==> config.mk <==
export PLATFORM = sky130hd
export DESIGN_NAME = lcd_page_scheduler
export DESIGN_NICKNAME = d
export VERILOG_FILES = /design/src/rtl/lcd_page_scheduler.sv
export SDC_FILE = /design/constraint.sdc
export NUM_CORES = 1
export LEC_CHECK = 0
export ABC_AREA = 1
export CORE_AREA = 2 2 454 456
export CTS_CLUSTER_DIAMETER = 80
export DETAILED_ROUTE_END_ITERATION = 8
export DIE_AREA = 0 0 456 458
export PLACE_DENSITY = 0.3
export RECOVER_POWER = 25
export SLEW_MARGIN = 0
export SYNTH_ARGS = -nofsm -noshare
export SYNTH_HDL_FRONTEND = slang
export SYNTH_SLANG_ARGS = --single-unit
==> constraint.sdc <==
create_clock -name clk -period 5.25 [get_ports clk]
set_input_delay 1.05 -clock clk [delete_from_list [all_inputs] [get_ports clk]]
set_output_delay 1.05 -clock clk [all_outputs]
set_load 0.02 [all_outputs]
==> src/rtl/lcd_page_scheduler.sv <==
// Selects one of NPAGES debug line pairs for the two-line LCD. Page advances come from a
// debounced key or an auto-rotate timer and are applied only at LCD frame boundaries.
module lcd_page_scheduler #(
    parameter int unsigned NPAGES          = 8,
    parameter int unsigned NBITS_LCD       = 64,
    parameter int unsigned HOLD_CYCLES     = 50_000_000,
    parameter int unsigned DEBOUNCE_CYCLES = 1_000_000
) (
    input  logic                          clk,
    input  logic                          reset,
    input  logic [NPAGES*NBITS_LCD-1:0]   page_a,
    input  logic [NPAGES*NBITS_LCD-1:0]   page_b,
    input  logic                          key_next,
    input  logic                          auto_en,
    input  logic                          frame_done,
    output logic [NBITS_LCD-1:0]          lcd_a,
    output logic [NBITS_LCD-1:0]          lcd_b,
    output logic [$clog2(NPAGES)-1:0]     page,
    output logic                          snap
);

    localparam int unsigned PW = $clog2(NPAGES);
    localparam int unsigned TW = $clog2(HOLD_CYCLES);
    localparam int unsigned DW = $clog2(DEBOUNCE_CYCLES + 1);

    logic                 sync1_q, sync2_q;
    logic                 deb_q, deb_d;
    logic [DW-1:0]        cnt_q, cnt_d;
    logic [TW-1:0]        tim_q, tim_d;
    logic                 pending_q, pending_d;
    logic [PW-1:0]        page_q, page_d;
    logic [NBITS_LCD-1:0] lcd_a_q, lcd_a_d, lcd_b_q, lcd_b_d;
    logic                 snap_q, snap_d;
    logic                 press_event, timer_event;

    always_ff @(posedge clk or negedge reset) begin
        if (!reset) begin
            sync1_q   <= 1'b1;
            sync2_q   <= 1'b1;
            deb_q     <= 1'b1;
            cnt_q     <= '0;
            tim_q     <= '0;
            pending_q <= 1'b0;
            page_q    <= '0;
            lcd_a_q   <= '0;
            lcd_b_q   <= '0;
            snap_q    <= 1'b0;
        end else begin
            sync1_q   <= key_next;
            sync2_q   <= sync1_q;
            deb_q     <= deb_d;
            cnt_q     <= cnt_d;
            tim_q     <= tim_d;
            pending_q <= pending_d;
            page_q    <= page_d;
            lcd_a_q   <= lcd_a_d;
            lcd_b_q   <= lcd_b_d;
            snap_q    <= snap_d;
        end
    end

    always_comb begin
        deb_d     = deb_q;
        cnt_d     = '0;
        tim_d     = tim_q;
        page_d    = page_q;
        lcd_a_d   = lcd_a_q;
        lcd_b_d   = lcd_b_q;
        snap_d    = frame_done;

        // Count consecutive clocks of disagreement; any agreement restarts the count.
        if (sync2_q != deb_q) begin
            if (cnt_q == DW'(DEBOUNCE_CYCLES - 1)) begin
                deb_d = sync2_q;
            end else begin
                cnt_d = cnt_q + DW'(1);
            end
        end
        press_event = deb_q & ~deb_d;

        timer_event = auto_en && (tim_q == TW'(HOLD_CYCLES - 1));
        if (!auto_en || press_event || timer_event) begin
            tim_d = '0;
        end else begin
            tim_d = tim_q + TW'(1);
        end

        pending_d = (pending_q & ~frame_done) | press_event | timer_event;

        if (frame_done) begin
            if (pending_q) begin
                page_d = (page_q == PW'(NPAGES - 1)) ? '0 : page_q + PW'(1);
            end
            lcd_a_d = page_a[page_d*NBITS_LCD +: NBITS_LCD];
            lcd_b_d = page_b[page_d*NBITS_LCD +: NBITS_LCD];
        end
    end

    assign lcd_a = lcd_a_q;
    assign lcd_b = lcd_b_q;
    assign page  = page_q;
    assign snap  = snap_q;

endmodule

==> results.cfg <==
[clock_network]
path_clk_slew_ns = 0.09
cts-htree-levels = 4
cts_setup_buffers = 0
cts_tree = yes
clock_latency_ns = 0.57
clockRootBuffer = clkbuf_16
cts.sinks = 182
cts_hold_buffers = 0
post_cts_resized = 0
numCtsBuffers = 17
clockBufferDepth = 2

[synth]
yosysUniqueCellTypes = 27
synth_compound_area_share_pct = 0.365
netlist_instances = 3410
synth_adder_area_share_pct = 0.261
ys.flop_type = dfrtp_1
yosys_warnings = 0
synth-simple-area-share_pct = 59.0
synth_async_sr_flop_share_pct = 100
synth.area.mux_share_pct = 0
synthXorXnorAreaFrac_pct = 1.05
ys_seq_area_share_pct = 23.8
synth_seq_cells = 182
synth_top_family_by_area = simple AND/OR/NAND/NOR gates
avgSynthCellArea_um2 = 5.63
synth_area_um2 = 19200
syn_nets = 4443
synth-edff-count = 0

[global_route]
grt_pass1_vias = 27257
antenna_found_initial = 65
grt_pass1_wl_mm = 238
grt_max_degree = 136
grt-ovfl-total = 0
grt_usage_pct = 16.4

[place]
place_congestion = 0.870
port_buffers = 1160
hpwlAfterDp_mm = 141

[layout]
fin_util_pct = 16.8
fillers = 23604
drive_above_1_share_pct = 2.21
final_nets = 5406
syn2layout_area_growth_pct = 78.2

[floorplan]
dieArea_um2 = 209000
core-area_um2 = 204000
die_h_um = 458
rows = 166
io-pin-count = 1161
start_util_pct = 9.42
die_x_um = 456

[setup_path]
critical_path.cell_chain = ha_1 -> ha_1 -> nor2_1 -> nand2_8 -> nand2_8 -> buf_4 -> nand2_1 -> nand3_1 -> nand3_1 -> nand3_1
crit_required_ns = 5.73
timing.rr.end = lcd_a[9]
r2r-start = page[0]
path_max_fanout = 90
worst-setup-path-type = reg2reg
cpPeakStageDelay_ns = 0.63
crit_top_cell = nand3_1
worst_path_max_delay_cell = nand2_8
reg2regPathDepth = 10
arrival_ns = 4.06
startpoint_type = register
endpoint_kind = register
ff2ff_setup_slack_ns = 1.67

[power_and_ir_drop]
powerDensity_nw_per_um2 = 254
power.switching_mw = 4.23
p_sw_share_pct = 48.7
power_mw = 8.68
peakVddDrop_mv = 0.256
cellLeakagePower_nw = 15.0
comb_power_share_pct = 59.6
intPower_mw = 4.45
p_seq_share_pct = 22.6
p_clk_share_pct = 17.9

[sta]
fmax_mhz = 279
slew_violations = 47
finalCritPeriodShare_pct = 68.2
slew_headroom_pct = -116
worst_pin_slew_ns = 3.24
period_minus_slack_ns = 3.58
rsz0062_at_grt = no
setup_tns_ns = 0
setup_viol = 0
fin_skew_ns = 0.0208
final_hold_viol_count = 0

[routing]
dr.first_iter.drc_count = 1892
drt_pass1_iterations = 5
viasPerCell = 3.80
ant_nets = 0
wl_per_cell_um = 25.0
drc = 0
drt-total-wl_mm = 177
vias = 26944

[run]
maxCapViolCount = 1

[worst_hold_path]
hold_class = reg2reg
min-delay-start = sync1_q
min_path_cells = 0
hold_end = sync2_q

[outcome]
status = finished with violations
violations = capacitance limit, slew limit
-- metrics by stage --
step / setup WS (ns) / hold WS [ns] / instances / area (µm²)
2_1_floorplan: 3.31 / 0.345 / 3410 / 19200
3_3_place_gp: 1.52 / 0.348 / 7042 / 33600
3_5_place_dp: 1.51 / 0.352 / 7042 / 33600
4_1_cts: 1.54 / 0.367 / 7074 / 34200
5_1_grt: 1.28 / 0.380 / 7079 / 34200
6_report: 1.67 / 0.373 / 7086 / 34200
-- state kept, by name, summed over array words and instances (netlist names) --
name,flops
page,3
sync2_q,1
snap,1
pending_q,1
cnt_q,20
lcd_b,64
sync1_q,1
tim_q,26
lcd_a,64
deb_q,1
-- cell type report --
cell class	count	area, µm²	share of cell area, %
flip-flops and latches	182	4560	13.3
diodes	12	30.0	0.0878
repair buffers	1214	12300	35.9
inverters	438	1660	4.85
clock inverters	14	179	0.523
well taps	2688	3360	9.84
clock buffers	18	439	1.28
multi-input cells	2520	11700	34.2
-- synthesized netlist by cell type (2+ instances only) --
cell type  number  area, µm²
nand2_4         2       22.5
inv_2           2       7.51
nor3_1          6       30.0
nor2_1        131        492
buf_4          16        120
nand2_1      1025       3850
dfrtp_1       179       4480
buf_1          10       37.5
ha_1            4       50.1
and2_1          2       12.5
inv_1         436       1640
o21ai_0         4       20.0
nand3b_1      129        968
buf_2         215       1080
a31oi_1         3       18.8
dfstp_2         3       78.8
xor2_1         14        123
a21oi_1         3       15.0
clkbuf_1       29        109
nand3_1      1178       5900
nand4_1         5       31.3
xnor2_1         9       78.8
-- how the worst max path moves through the flow --
stage          slack, ns     from  cells after the start        end
3_5_place_dp        1.51  page[0]                      9  lcd_a[23]
5_1_grt             1.28    reset                      1   cnt_q[3]
2_1_floorplan       3.31  page[0]                     12  lcd_b[60]
3_3_place_gp        1.52  page[0]                      9  lcd_a[23]
6_report            1.67  page[0]                     10   lcd_a[9]
4_1_cts             1.54  page[0]                      9  lcd_a[23]
-- routing by layer --
metal / GRT usage [%] / wire length, µm
met4: 3.50 / 3420
met2: 29.5 / 90300
met3: 4.41 / 11300
met5: 0 / 348
met1: 19.2 / 72000
-- power by group through the flow --
stage                     Sequential, mW  Clock, mW  Combinational [mW]
after floorplan                     2.29          0                1.94
after global placement              1.99          0                5.34
after detailed placement            1.98          0                5.32
final                               1.96       1.55                5.17
after CTS                           1.96       1.65                5.33
after global routing                2.00       1.68                5.57
-- kinds of logic (layout without fill, tap and decap cells) --
kind of cell             Yosys count  in the layout
AO/OA/AOI/OAI                     12             12
XOR/XNOR                          23             23
adder cells (fa/ha/maj)            4              4
buffers and inverters            708           1684
flip-flops                       182            182
other                              0             12
AND/OR/NAND/NOR                 2481           2481
-- cell usage in the layout, fill, tap and decap left out --
master           instances
nand3_1               1178
clkdlybuf4s50_1       1157
nand2_1               1025
inv_1                  436
dfrtp_1                179
nor2_1                 130
nand3b_1               129
buf_4                   32
buf_12                  21
clkbuf_16               17
xor2_1                  14
diode_2                 12
xnor2_1                  9
nor3_1                   6
nand4_1                  5
o21ai_0                  4
inv_6                    4
inv_8                    4
ha_1                     4
clkinv_8                 4
a21oi_1                  3
a31oi_1                  3
nand2_8                  3
clkinvlp_4               2
dfstp_2                  2
clkbuf_1                 2
dlygate4sd3_1            2
and2_1                   1
nand3_2                  1
a211oi_1                 1
or2_2                    1
o21ai_4                  1
nor2_4                   1
and2_4                   1
clkbuf_8                 1
clkinv_4                 1
bufinv_16                1
dfstp_1                  1
-- critical path: cells and delay by family (launching register included) --
kind                     cells  cell delay [ns]
AND/OR/NAND/NOR              7             1.77
buffers and inverters        1             0.53
flip-flops                   1             0.50
adder cells (fa/ha/maj)      2             0.42
(Power assumes the default switching activity.)
